--- config.mk ---
export PLATFORM = sky130hd
export DESIGN_NAME = dac_spi_rx_flat
export DESIGN_NICKNAME = d
export VERILOG_FILES = /design/src/rtl/dac_spi_pkg.sv /design/src/rtl/dac_spi_rx_if.sv /design/src/rtl/dac_spi_rx_sync_edge.sv /design/src/rtl/dac_spi_rx.sv /design/src/flat_wrapper.sv
export SDC_FILE = /design/constraint.sdc
export NUM_CORES = 1
export LEC_CHECK = 0
export ABC_AREA = 1
export BUFFER_PORTS_ARGS = -buffer_cell sky130_fd_sc_hd__buf_2
export CORE_MARGIN = 2
export CORE_UTILIZATION = 40
export CTS_CLUSTER_DIAMETER = 40
export DETAILED_ROUTE_END_ITERATION = 12
export GPL_TIMING_DRIVEN = 0
export PLACE_DENSITY_LB_ADDON = 0.2
export SYNTH_ARGS = -nofsm -noshare
export SYNTH_HDL_FRONTEND = slang
export SYNTH_SLANG_ARGS = --single-unit
--- constraint.sdc ---
create_clock -name clk_i -period 2.4 [get_ports clk_i]
set_input_delay 0.12 -clock clk_i [delete_from_list [all_inputs] [get_ports clk_i]]
set_output_delay 0.12 -clock clk_i [all_outputs]
set_load 0.02 [all_outputs]
--- src/rtl/dac_spi_pkg.sv ---
// Definitions shared by the DAC SPI write link: frame geometry and receiver FSM states.
package dac_spi_pkg;

   localparam int DAC_DATA_WIDTH = 24;
   localparam int DAC_CODE_WIDTH = 16;

   typedef enum logic [1:0] {
      WAIT_IDLE,
      IDLE,
      SHIFT
   } rx_state_t;

endpackage

--- src/rtl/dac_spi_rx_if.sv ---
// SPI lines plus the consumer-side word/status port of the DAC SPI receiver.
// slave = receiver view, master = driver/consumer view.
interface dac_spi_rx_if
   import dac_spi_pkg::*;
#(
   parameter int DATA_WIDTH = DAC_DATA_WIDTH,
   parameter int CODE_WIDTH = DAC_CODE_WIDTH,
   parameter int CNT_WIDTH  = 16
);
   logic                  sync_i;
   logic                  sclk_i;
   logic                  sdi_i;
   logic [DATA_WIDTH-1:0] data_o;
   logic [CODE_WIDTH-1:0] code_o;
   logic                  valid_o;
   logic                  ack_i;
   logic                  busy_o;
   logic                  frame_err_o;
   logic                  overrun_o;
   logic                  clr_i;
   logic [CNT_WIDTH-1:0]  frame_cnt_o;

   modport slave (
      input  sync_i, sclk_i, sdi_i, ack_i, clr_i,
      output data_o, code_o, valid_o, busy_o, frame_err_o, overrun_o, frame_cnt_o
   );

   modport master (
      output sync_i, sclk_i, sdi_i, ack_i, clr_i,
      input  data_o, code_o, valid_o, busy_o, frame_err_o, overrun_o, frame_cnt_o
   );

endinterface

--- src/rtl/dac_spi_rx_sync_edge.sv ---
// N-stage synchronizer with level output and registered rise/fall pulses.
// q_o lags d_i by STAGES+1 cycles; rise_o/fall_o are aligned with the q_o change.
module sync_edge #(
   parameter int   STAGES  = 2,
   parameter logic RST_VAL = 1'b0
) (
   input  logic clk_i,
   input  logic arstn_i,
   input  logic d_i,
   output logic q_o,
   output logic rise_o,
   output logic fall_o
);

   logic [STAGES-1:0] r_sync;
   logic              r_last;
   logic              r_rise;
   logic              r_fall;

   always_ff @(posedge clk_i or negedge arstn_i) begin
      if (!arstn_i) begin
         r_sync <= {STAGES{RST_VAL}};
         r_last <= RST_VAL;
         r_rise <= 1'b0;
         r_fall <= 1'b0;
      end else begin
         r_sync <= {r_sync[STAGES-2:0], d_i};
         r_last <= r_sync[STAGES-1];
         r_rise <= r_sync[STAGES-1] & ~r_last;
         r_fall <= ~r_sync[STAGES-1] & r_last;
      end
   end

   assign q_o    = r_last;
   assign rise_o = r_rise;
   assign fall_o = r_fall;

endmodule

--- src/rtl/dac_spi_rx.sv ---
// SPI slave receiver for the 24-bit DAC write frame; one-entry valid/ack output buffer.
// valid_o rises SYNC_STAGES+2 cycles after sync_i returns high; a frame arriving while full is dropped (overrun).
module dac_spi_rx
   import dac_spi_pkg::*;
#(
   parameter int DATA_WIDTH  = DAC_DATA_WIDTH,
   parameter int CODE_WIDTH  = DAC_CODE_WIDTH,
   parameter int SYNC_STAGES = 2,
   parameter int SAMPLE_EDGE = 0,
   parameter int CNT_WIDTH   = 16
) (
   input logic         clk_i,
   input logic         arstn_i,
   dac_spi_rx_if.slave bus
);

   localparam int             BW        = $clog2(DATA_WIDTH + 1);
   localparam logic [BW-1:0]  FULL      = BW'(DATA_WIDTH);
   localparam int             SETTLE    = SYNC_STAGES + 1;
   localparam int             SW        = $clog2(SETTLE + 1);
   localparam logic           SCLK_IDLE = (SAMPLE_EDGE != 0) ? 1'b0 : 1'b1;

   logic w_sync_q, w_sync_rise, w_sync_fall;
   logic w_sclk_q, w_sclk_rise, w_sclk_fall;
   logic w_sdi_q, w_sdi_rise, w_sdi_fall;
   logic w_sample;
   logic w_unused;

   sync_edge #(.STAGES(SYNC_STAGES), .RST_VAL(1'b1)) u_sync_sync (
      .clk_i(clk_i), .arstn_i(arstn_i), .d_i(bus.sync_i),
      .q_o(w_sync_q), .rise_o(w_sync_rise), .fall_o(w_sync_fall)
   );

   sync_edge #(.STAGES(SYNC_STAGES), .RST_VAL(SCLK_IDLE)) u_sync_sclk (
      .clk_i(clk_i), .arstn_i(arstn_i), .d_i(bus.sclk_i),
      .q_o(w_sclk_q), .rise_o(w_sclk_rise), .fall_o(w_sclk_fall)
   );

   sync_edge #(.STAGES(SYNC_STAGES), .RST_VAL(1'b0)) u_sync_sdi (
      .clk_i(clk_i), .arstn_i(arstn_i), .d_i(bus.sdi_i),
      .q_o(w_sdi_q), .rise_o(w_sdi_rise), .fall_o(w_sdi_fall)
   );

   assign w_sample = (SAMPLE_EDGE != 0) ? w_sclk_rise : w_sclk_fall;
   assign w_unused = &{w_sclk_q, w_sdi_rise, w_sdi_fall};

   rx_state_t             r_state;
   rx_state_t             w_state_nxt;
   logic [DATA_WIDTH-1:0] r_sr;
   logic [BW-1:0]         r_cnt;
   logic                  r_excess;
   logic                  r_eval;
   logic                  r_good;
   logic [SW-1:0]         r_settle;
   logic                  w_settled;
   logic                  w_start, w_shift, w_excess_set, w_end, w_busy;

   // The synchronizers hold their reset values for a few cycles after release, so
   // the real sync level is only trusted once they have flushed.
   assign w_settled = (r_settle == SW'(SETTLE));

   always_ff @(posedge clk_i or negedge arstn_i) begin
      if (!arstn_i) r_state <= WAIT_IDLE;
      else          r_state <= w_state_nxt;
   end

   always_comb begin
      w_state_nxt = r_state;
      case (r_state)
         WAIT_IDLE: if (w_settled && w_sync_q) w_state_nxt = IDLE;
         IDLE:      if (w_sync_fall)           w_state_nxt = SHIFT;
         SHIFT:     if (w_sync_rise)           w_state_nxt = IDLE;
         default:                              w_state_nxt = WAIT_IDLE;
      endcase
   end

   always_comb begin
      w_start      = 1'b0;
      w_shift      = 1'b0;
      w_excess_set = 1'b0;
      w_end        = 1'b0;
      w_busy       = 1'b0;
      case (r_state)
         IDLE: w_start = w_sync_fall;
         SHIFT: begin
            w_busy = 1'b1;
            if (w_sync_rise)        w_end        = 1'b1;
            else if (w_sample) begin
               if (r_cnt < FULL)    w_shift      = 1'b1;
               else                 w_excess_set = 1'b1;
            end
         end
         default: ;
      endcase
   end

   // Frame verdict is registered so the commit below sees a settled count.
   always_ff @(posedge clk_i or negedge arstn_i) begin
      if (!arstn_i) begin
         r_sr     <= '0;
         r_cnt    <= '0;
         r_excess <= 1'b0;
         r_eval   <= 1'b0;
         r_good   <= 1'b0;
         r_settle <= '0;
      end else begin
         if (!w_settled) r_settle <= r_settle + 1'b1;
         r_eval <= w_end;
         if (w_end) r_good <= (r_cnt == FULL) && !r_excess;
         if (w_start) begin
            r_sr     <= '0;
            r_cnt    <= '0;
            r_excess <= 1'b0;
         end else if (w_shift) begin
            r_sr  <= {r_sr[DATA_WIDTH-2:0], w_sdi_q};
            r_cnt <= r_cnt + 1'b1;
         end else if (w_excess_set) begin
            r_excess <= 1'b1;
         end
      end
   end

   logic [DATA_WIDTH-1:0] r_data;
   logic                  r_valid;
   logic                  r_frame_err;
   logic                  r_overrun;
   logic [CNT_WIDTH-1:0]  r_frame_cnt;
   logic                  w_commit, w_overrun_set, w_err_set;

   assign w_commit      = r_eval & r_good & (~r_valid | bus.ack_i);
   assign w_overrun_set = r_eval & r_good & r_valid & ~bus.ack_i;
   assign w_err_set     = r_eval & ~r_good;

   always_ff @(posedge clk_i or negedge arstn_i) begin
      if (!arstn_i) begin
         r_data      <= '0;
         r_valid     <= 1'b0;
         r_frame_err <= 1'b0;
         r_overrun   <= 1'b0;
         r_frame_cnt <= '0;
      end else begin
         if (w_commit) begin
            r_data      <= r_sr;
            r_valid     <= 1'b1;
            r_frame_cnt <= r_frame_cnt + 1'b1;
         end else if (bus.ack_i) begin
            r_valid <= 1'b0;
         end
         if (w_err_set)      r_frame_err <= 1'b1;
         else if (bus.clr_i) r_frame_err <= 1'b0;
         if (w_overrun_set)  r_overrun   <= 1'b1;
         else if (bus.clr_i) r_overrun   <= 1'b0;
      end
   end

   assign bus.data_o      = r_data;
   assign bus.code_o      = r_data[CODE_WIDTH-1:0];
   assign bus.valid_o     = r_valid;
   assign bus.busy_o      = w_busy;
   assign bus.frame_err_o = r_frame_err;
   assign bus.overrun_o   = r_overrun;
   assign bus.frame_cnt_o = r_frame_cnt;

endmodule

--- src/flat_wrapper.sv ---
// flat-port wrapper written by rule: the top's interface ports become plain ports
module dac_spi_rx_flat import dac_spi_pkg::*;
#(
   parameter int DATA_WIDTH  = DAC_DATA_WIDTH,
   parameter int CODE_WIDTH  = DAC_CODE_WIDTH,
   parameter int SYNC_STAGES = 2,
   parameter int SAMPLE_EDGE = 0,
   parameter int CNT_WIDTH   = 16
)
  (clk_i, arstn_i, bus_sync_i, bus_sclk_i, bus_sdi_i, bus_ack_i, bus_clr_i, bus_data_o, bus_code_o, bus_valid_o, bus_busy_o, bus_frame_err_o, bus_overrun_o, bus_frame_cnt_o);
  dac_spi_rx_if #(.DATA_WIDTH(DATA_WIDTH), .CODE_WIDTH(CODE_WIDTH), .CNT_WIDTH(CNT_WIDTH)) bus_i ();
  input logic clk_i;
  input logic arstn_i;
  input wire logic [$bits(bus_i.sync_i)-1:0] bus_sync_i;
  input wire logic [$bits(bus_i.sclk_i)-1:0] bus_sclk_i;
  input wire logic [$bits(bus_i.sdi_i)-1:0] bus_sdi_i;
  input wire logic [$bits(bus_i.ack_i)-1:0] bus_ack_i;
  input wire logic [$bits(bus_i.clr_i)-1:0] bus_clr_i;
  output wire logic [$bits(bus_i.data_o)-1:0] bus_data_o;
  output wire logic [$bits(bus_i.code_o)-1:0] bus_code_o;
  output wire logic [$bits(bus_i.valid_o)-1:0] bus_valid_o;
  output wire logic [$bits(bus_i.busy_o)-1:0] bus_busy_o;
  output wire logic [$bits(bus_i.frame_err_o)-1:0] bus_frame_err_o;
  output wire logic [$bits(bus_i.overrun_o)-1:0] bus_overrun_o;
  output wire logic [$bits(bus_i.frame_cnt_o)-1:0] bus_frame_cnt_o;
  assign bus_i.sync_i = bus_sync_i;
  assign bus_i.sclk_i = bus_sclk_i;
  assign bus_i.sdi_i = bus_sdi_i;
  assign bus_i.ack_i = bus_ack_i;
  assign bus_i.clr_i = bus_clr_i;
  assign bus_data_o = bus_i.data_o;
  assign bus_code_o = bus_i.code_o;
  assign bus_valid_o = bus_i.valid_o;
  assign bus_busy_o = bus_i.busy_o;
  assign bus_frame_err_o = bus_i.frame_err_o;
  assign bus_overrun_o = bus_i.overrun_o;
  assign bus_frame_cnt_o = bus_i.frame_cnt_o;
  dac_spi_rx #(.DATA_WIDTH(DATA_WIDTH), .CODE_WIDTH(CODE_WIDTH), .SYNC_STAGES(SYNC_STAGES), .SAMPLE_EDGE(SAMPLE_EDGE), .CNT_WIDTH(CNT_WIDTH)) u_core (.clk_i(clk_i), .arstn_i(arstn_i), .bus(bus_i));
endmodule
# Word-level counts from Yosys, hierarchy flattened
# Cells that the tools add are included.
# W data, S select, Z words.
word_totals:
  reg_bits: 91
  elab_cells: 87
  inputBits: 7
  ramBits: 0
  latchBits: 0
  mem_bits_ro: 0
  memories: 0
op_classes:
  reduce_logical: 11
  magnitude_cmp: 1
  n_shift: 0
  eq_ne: 8
  n_div: 0
  addsub: 3
  multipliers: 0
  bitwise: 15
  mux: 28
op_table:
  columns: ["operator", "count"]
  rows:
  - ["$mux W24", 2]
  - ["$mux W1", 20]
  - ["$add A16 B1 Y16 const B", 1]
  - ["$mux W5", 2]
  - ["$reduce_bool A2 Y1", 5]
  - ["$and A1 B1 Y1", 8]
  - ["$mux W2", 3]
  - ["$not A1 Y1", 6]
  - ["$pmux W2 S3", 1]
  - ["$add A5 B1 Y5 const B", 1]
  - ["$eq A5 B5 Y1 const B", 1]
  - ["$lt A5 B5 Y1 const B", 1]
  - ["$eq A2 B2 Y1 const B", 2]
  - ["$ne A2 B1 Y1 const B", 2]
  - ["$ne A2 B2 Y1 const B", 2]
  - ["$reduce_and A3 Y1", 1]
  - ["$add A2 B1 Y2 const B", 1]
  - ["$eq A2 B1 Y1 const B", 1]
  - ["$logic_and A1 B1 Y1", 2]
  - ["$logic_not A2 Y1", 1]
  - ["$reduce_and A2 Y1", 1]
  - ["$logic_not A1 Y1", 1]
  - ["$or A1 B1 Y1", 1]

# Logic depth before layout (Yosys ltp)
# Gate-level depths: netlist of the first run.
depth:
  word_depth: 8
  mapped_depth: 8
  mapped_depth_nobuf: 8

# Hierarchy
# A second synthesis of the first run with hierarchy kept.
hier_totals:
  hier_cells: 380
  area_unflattened_um2: 3888.7
modules_own_cells:
  columns: ["mod", "area_each_um2", "seq_area_each_um2", "cells_per_inst", "instances"]
  rows:
  - ["dac_spi_rx", 3460.8, 1976.9, 353, 1]
  - ["sync_edge (u_core.u_sync_sclk ...)", 143.9, 128.9, 9, 2]
  - ["sync_edge (u_core.u_sync_sdi)", 140.1, 125.1, 9, 1]

# Worst setup path after synthesis of the first run
# OpenSTA, ideal clock, no wires.
synth_timing:
  kind: "flip-flop to flip-flop"
  startpoint: "reg u_core.r_frame_cnt[0] (netlist: u_core.bus.frame_cnt_o[0])"
  endpoint: "reg u_core.r_frame_cnt[14] (netlist: u_core.bus.frame_cnt_o[14])"
  setup_ns: 0.116
  path_stages_with_launch: 9
  period_less_slack_ns: 1.370
  arrival_time_ns: 1.253
  required_time_ns: 2.284
  setup_slack_ns: 1.030
  n_path_buf: 0
  path_cell_list: "dfrtp_1 -> ha_1 -> nand3_1 -> nor2_1 -> nand3_1 -> nand2_1 -> nand2_1 -> nand2_1 -> nand2_1"
synth_via:
  elab_chain_cells: 1
synth_rtl:
  columns: ["item", "line", "source"]
  rows:
  - ["from (decl)", "dac_spi_rx.sv:127", "logic [CNT_WIDTH-1:0] r_frame_cnt;"]
  - ["from (signal assigned)", "dac_spi_rx.sv:145", "r_frame_cnt <= r_frame_cnt + 1'b1;"]
  - ["$add A16 B1 Y16", "dac_spi_rx.sv:145", null]
# Every way passes these cells.
# A chain may end at the register's enable or synchronous reset.

# Worst setup path in the final report of the first run
layout_timing:
  startpoint: "reg u_core.r_frame_cnt[0] (netlist: u_core.bus.frame_cnt_o[0])"
  endpoint: "reg u_core.r_frame_cnt[10] (netlist: u_core.bus.frame_cnt_o[10])"
# Same word-level chain as after synthesis.

==> results of run 1 <==
synth_stat cells:
master | count | area, um2
o21ai_0 | 31 | 155
nand3_4 | 1 | 17.5
nand4_1 | 7 | 43.8
inv_2 | 2 | 7.51
nor2_1 | 14 | 52.6
o221ai_1 | 1 | 8.76
nand2_4 | 2 | 22.5
inv_1 | 51 | 191
clkbuf_8 | 2 | 27.5
dfrtp_1 | 85 | 2130
xor2_1 | 6 | 52.6
dfstp_2 | 6 | 158
nand2_2 | 3 | 18.8
nor2_4 | 3 | 33.8
nand2_1 | 61 | 229
buf_4 | 16 | 120
nor3_1 | 2 | 10.0
o21ai_1 | 2 | 10.0
clkbuf_1 | 1 | 3.75
nand3_1 | 12 | 60.1
buf_2 | 4 | 20.0
mux2_2 | 1 | 11.3
a21oi_1 | 2 | 10.0
o22ai_1 | 24 | 150
ha_1 | 4 | 50.1
and3_1 | 1 | 6.26
buf_6 | 2 | 22.5
xnor2_1 | 7 | 61.3
worst max-delay path: stages, from the launching register on:
cell and delay (ns):
dfrtp_1 0.43, ha_1 0.20, nand3_1 0.16, nor2_4 0.20, nand3_1 0.12, xor2_1 0.17
where the power goes:
group          internal [W]  switching (W)  leakage, nW
registers           0.00158      0.0000304         1.22
logic             0.0000798       0.000143        0.973
clock network      0.000510       0.000534        0.102
routing by layer:
layer / up-vias / wire length (um)
met1: 1201 / 3240
met3: 9 / 309
met2: 68 / 3050
met4: 0 / 85
met5: - / 0
li1: 1288 / -
layout make-up:
cell class                      instances  share of cell area, %
Buffer                                 25                   4.37
Clock buffer                           10                   3.10
Clock inverter                          6                   1.47
Inverter                               53                   4.49
Multi-Input combinational cell        184                   22.6
Sequential cell                        91                   51.5
Tap cell                              111                   3.13
Timing Repair Buffer                   72                   9.26
sequential cells by signal, summed over array words and instances (netlist names), 2 cells and up:
| signal | cells |
|---|---|
| u_core.bus.frame_cnt_o | 16 |
| u_core.bus.data_o | 24 |
| u_core.r_cnt | 5 |
| u_core.u_sync_sclk.r_sync | 2 |
| u_core.u_sync_sdi.r_sync | 2 |
| u_core.u_sync_sync.r_sync | 2 |
| u_core.r_state | 2 |
| u_core.r_sr | 24 |
| u_core.r_settle | 2 |
worst min path at each step:
stage | end | start | cells after the start
after CTS | u_core.bus.valid_o$_DFFE_PN0P_ | bus_ack_i | 4
after detailed placement | u_core.bus.data_o[3]$_DFFE_PN0P_ | arstn_i | 1
after floorplan | u_core.bus.data_o[0]$_DFFE_PN0P_ | arstn_i | 0
final | u_core.bus.valid_o$_DFFE_PN0P_ | bus_ack_i | 4
after global placement | u_core.u_sync_sync.r_sync[0]$_DFF_PN1_ | bus_sync_i | 1
after global routing | u_core.bus.valid_o$_DFFE_PN0P_ | bus_ack_i | 4
layout by cell type, fill, tap and decap left out, drive strengths merged, types with 13 or more instances in the layout:
master	count
clkbuf	13
nor2	17
inv	53
nand3	13
dfrtp	85
buf	89
o21ai	33
nand2	66
o22ai	24
kinds of logic (layout without fill, tap and decap cells):
| group | Yosys count | after routing | share of synthesized area (%) |
|---|---|---|---|
| buf+inv | 78 | 166 | 10.7 |
| fa+ha+maj | 4 | 4 | 1.36 |
| compound gates | 60 | 60 | 9.08 |
| simple gates | 106 | 106 | 13.4 |
| flops | 91 | 91 | 62.1 |
| mux | 1 | 1 | 0.306 |
| xor+xnor | 13 | 13 | 3.09 |
through the flow:
stage          std cells  utilization [%]  cell area, um2
2_1_floorplan        353                -            3680
3_3_place_gp         530             45.8            4150
3_5_place_dp         531             46.1            4180
4_1_cts              552             48.9            4430
5_1_grt              552             48.9            4430
6_report             552             48.9            4430
==> impl_metrics.ini, run 1 <==
[run_status]
outcome = finished, final reports clean

[yosys]
avgSynthCellArea_um2 = 10.4
synth_nets = 364
syn_area_um2 = 3680
ys_warn_count = 0
synth-seq-cells = 91
syn_inst = 353
synth_cell_type_count = 28
yosysSeqAreaShare_pct = 62.1

[floorplanning]
dieWidth_um = 99.9
die_h_um = 99.9
die_area_um2 = 9990
pin_count = 67
fp.coreArea_um2 = 9060
initial_core_util_pct = 40.6
num_rows = 35

[finish]
final_nets = 447
regArea_um2 = 2280
drive_above_1_share_pct = 28.3
multi_input_area_um2 = 1000
n_fill_cell = 845
antenna_cells_inserted = 0
syn_to_final_growth_pct = 20.4

[route]
routed_wl_um = 6690
postRouteAntennaNets = 0
drtPass1Iterations = 4
drt_iter0_markers = 52
drc = 0
num_vias = 2566
viasPerCell = 4.65
wire_per_inst_um = 12.1

[power_and_ir_drop]
cellPowerDensity_nw_per_um2 = 649
p_leak_nw = 2.29
peakVddDrop_mv = 0.336
p_total_w = 0.00288

[setup_path]
worstPathArrival_ns = 1.62
end_kind = register
critical_path.startpoint_type = register
endpoint = u_core.bus.frame_cnt_o[10]$_DFFE_PN0P_
crit_required_ns = 2.63
reg2regPathDepth = 5
crit_start = u_core.bus.frame_cnt_o[0]$_DFFE_PN0P_
worst-setup-path-type = register to register
worstReg2RegStart = u_core.bus.frame_cnt_o[0]$_DFFE_PN0P_
critPathMaxFanout = 5
reg2reg_slack_ns = 1.01
timing.rr.end = u_core.bus.frame_cnt_o[10]$_DFFE_PN0P_

[clock_network]
cts_resized = 0
cts-root-buf = clkbuf_8
h-tree-depth = 3
cts.sinks = 91
cts_buffers = 9
clockBufferDepth = 2
cts_tree = yes
postCtsHoldBufs = 5
clkTransAtPathRegs_ns = 0.09
clkLatencyLatePin_ns = 0.35
post_cts_buffers = 0

[timing]
hold_viol_final = 0
rsz0062_at_grt = no
finalHoldWorstSlack_ns = 0.103
achievable-frequency_ghz = 0.719
finalClockSkew_ns = 0.0106
post-route-min-period_ns = 1.39
worst_slew_pin_slew_ns = 0.483
final-max-slew-violation-count = 0
finalSetupViolCount = 0
period_share_pct = 57.9
timing.final.ws_setup_ns = 1.01
relSlewSlack_pct = 67.8
tns_ns = 0

[placed_design]
gp_congestion = 0.779
pre_cts_ws_ns = 1.03
port-buffer-count = 66
hpwl_um = 4560

[global_routing]
grt_pass1_vias = 2477
grt_busiest_layer = met2
grt_max_degree = 56
grtUsageMet1_pct = 19.1
grt_use_total_pct = 14.5
use_met2_pct = 23.4
gr-total-overflow = 0
use_met3_pct = 3.62
grt_pass1_wl_um = 11500
antenna_found_initial = 0

[run]
maxCapViolCount = 0

[min_path]
hold_path.class = input port to register
Note: power is estimated with default switching activity, not from simulation.
==> run 2, diff against run 1 <==
--- a/config.mk
+++ b/config.mk
@@ -5,7 +5,7 @@
 export SDC_FILE = /design/constraint.sdc
 export NUM_CORES = 1
 export LEC_CHECK = 0
-export ABC_AREA = 1
+export ABC_AREA = 0
 export BUFFER_PORTS_ARGS = -buffer_cell sky130_fd_sc_hd__buf_2
 export CORE_MARGIN = 2
 export CORE_UTILIZATION = 40
==> constraint.sdc (replaced) <==
create_clock -name clk_i -period 1.3 [get_ports clk_i]
set_input_delay 0.065 -clock clk_i [delete_from_list [all_inputs] [get_ports clk_i]]
set_output_delay 0.065 -clock clk_i [all_outputs]
set_load 0.02 [all_outputs]
==> run 2 against run 1 <==
  * The run now ends with setup timing left
  * Clock skew rose by 0.0054 ns
  * Flip-flop and latch count did not move
  * Maximum frequency fell by 2.3%
  * Critical path type unchanged
  * Critical endpoint is now u_core.r_cnt[0]$_DFFE_PN0P_
  * Largest cell class unchanged
==> impl_metrics.ini, run 2 <==
[floorplanning]
fp.coreArea_um2 = 8810
pin_count = 67
num_rows = 34
dieWidth_um = 99.7
die_h_um = 99.7
die_area_um2 = 9940
initial_core_util_pct = 41.6

[run]
maxCapViolCount = 0

[timing]
rsz0062_at_grt = yes
period_share_pct = 109
final-max-slew-violation-count = 0
post-route-min-period_ns = 1.42
tns_ns = -4.36
timing.final.ws_setup_ns = -0.123
hold_viol_final = 0
relSlewSlack_pct = 71.2
worst_slew_pin_slew_ns = 0.432
achievable-frequency_ghz = 0.703
finalClockSkew_ns = 0.0160
finalSetupViolCount = 65

[setup_path]
end_kind = register
cpPeakStageDelay_ns = 0.41
cp_num_buf_inv = 2
cpMaxStageDelayCell = dfrtp_1
cp_top_family = flip-flops
reg2regPathDepth = 5
crit_chain = and4bb_1 > a21boi_4 > buf_12 > buf_6 > mux2i_1
reg2reg_slack_ns = -0.12
worstPathArrival_ns = 1.71
critPathMaxFanout = 10
crit_required_ns = 1.59
worst-setup-path-type = register to register
critical_path.startpoint_type = register
crit_cells = 5

[yosys]
ys_warn_count = 0
synthArstFlopShare_pct = 100
syn_inst = 303
synth-edff-count = 0
syn_area_um2 = 3660
avgSynthCellArea_um2 = 12.1
yosysMostFrequentCell = dfrtp_1
synth-seq-cells = 91
synth_cell_type_count = 33
synthTopCellsByArea = dfrtp_1, mux2_2, nand2_1
synthFlopType = dfrtp_1
synth_nets = 314
yosysSeqAreaShare_pct = 62.4
synth_top_area_share_pct = 58.1
yosysTopAreaCell = dfrtp_1
synth_common_cells = dfrtp_1, nand2_1, mux2_2, o21ai_0, buf_4

[placed_design]
placed_area_um2 = 4210
placed_cells = 478
port-buffer-count = 66
gp_congestion = 0.719
pre_cts_ws_ns = -0.252
hpwl_um = 4420

[clock_network]
clkTransAtPathRegs_ns = 0.09
cts_buffers = 9
cts_tree = yes
h-tree-depth = 3
clockBufferDepth = 2
cts.sinks = 91
clkLatencyLatePin_ns = 0.36
cts-root-buf = clkbuf_8

[route]
postRouteAntennaNets = 0
drt_iter0_markers = 98
drtPass1Iterations = 6
viasPerCell = 4.77
drc = 0
wire_per_inst_um = 13.3
num_vias = 2466
routed_wl_um = 6900

[run_status]
outcome = finished with violations
failed_checks = setup timing

[finish]
post-route-util_pct = 55.9
finalNonFillerCells = 517
drive_above_1_share_pct = 44.0
n_fill_cell = 747
syn_to_final_growth_pct = 34.5
antenna_cells_inserted = 0
mostFrequentLayoutCell = dfrtp_1
design_area_um2 = 4930
layout_common_cells = dfrtp_1, buf_2, nand2_1
final_nets = 415

[min_path]
hold_path.class = input port to register
holdPathStages = 3

[global_routing]
gr-total-overflow = 0
grt_use_total_pct = 14.5
grt_pass1_vias = 2294
grt_pass1_wl_um = 11300
antenna_found_initial = 0
grt_max_degree = 61

[power_and_ir_drop]
p_leak_nw = 2.48
cellPowerDensity_nw_per_um2 = 1170
peakVddDrop_mv = 0.607
## run 2: changes by cell type in the layout (fill, tap and decap cells not counted), moves of 12 or more
| cell | delta |
|---|---|
| buf_4 | +12 |
| inv_1 | -44 |
| nand3_1 | -12 |
| o21ai_0 | -13 |
| mux2_4 | +25 |
| o22ai_1 | -22 |
## run 2: routing by layer
| metal | track usage [%] | wire length (um) | up-vias |
|---|---|---|---|
| li1 | - | - | 1195 |
| met1 | 20.6 | 3340 | 1203 |
| met2 | 21.3 | 3150 | 61 |
| met3 | 3.16 | 286 | 7 |
| met4 | 6.64 | 121 | 0 |
| met5 | 0 | 0 | - |
## run 2: worst paths after layout
check / startpoint / to
min: bus_ack_i / u_core.bus.valid_o$_DFFE_PN0P_
min reg2reg: u_core.u_sync_sdi.r_sync[0]$_DFF_PN0_ / u_core.u_sync_sdi.r_sync[1]$_DFF_PN0_
min in group asynchronous: arstn_i / u_core.bus.frame_cnt_o[11]$_DFFE_PN0P_
max in group asynchronous: arstn_i / u_core.r_sr[15]$_DFFE_PN0P_
max reg2reg: u_core.r_state[0]$_DFFE_PN0P_ / u_core.r_cnt[0]$_DFFE_PN0P_
max: u_core.r_state[0]$_DFFE_PN0P_ / u_core.r_cnt[0]$_DFFE_PN0P_
## run 2: worst min-delay path, cell delays in order
cell	delay [ns]
buf_2	0.11
nand2b_1	0.13
nand2_1	0.06
## run 2: through the flow
stage | hold WS, ns | power [W]
after floorplan | -0.231 | 0.00312
after global placement | 0.170 | 0.00323
after detailed placement | 0.0441 | 0.00325
after CTS | 0.0190 | 0.00583
after global routing | 0.0567 | 0.00598
final | 0.0394 | 0.00577
## run 2: repair_timing
action / in CTS / in global routing
hold buffers: 5 / 0
pin swaps: 14 / 17
endpoints found under the hold margin: 36 / 0
gates cloned: 2 / 1
endpoints found under the setup margin: 68 / 68
resized for setup: 35 / 19
setup buffers: 12 / 4
## run 2: area by class of cell
class / count / area, um2 / share of cell area (%)
inverter: 7 / 26.3 / 0.533
multi-input combinational: 179 / 1340 / 27.3
buffer: 26 / 235 / 4.78
clock inverter: 4 / 120 / 2.44
sequential: 91 / 2290 / 46.5
tap: 108 / 135 / 2.74
clock buffer: 12 / 155 / 3.15
timing repair buffer: 90 / 618 / 12.5
## run 2: power breakdown
group	internal (W)	total (W)	switching, W
sequential	0.00289	0.00294	0.0000474
clock	0.00158	0.00255	0.000968
combinational	0.000117	0.000281	0.000164
## run 2: logic make-up after synthesis
kind of cell	after synthesis	synth area share, %
simple gates	96	12.3
xor+xnor	16	3.83
mux	30	9.12
compound gates	33	5.16
fa+ha+maj	4	1.37
flops	91	62.4
buf+inv	33	5.81
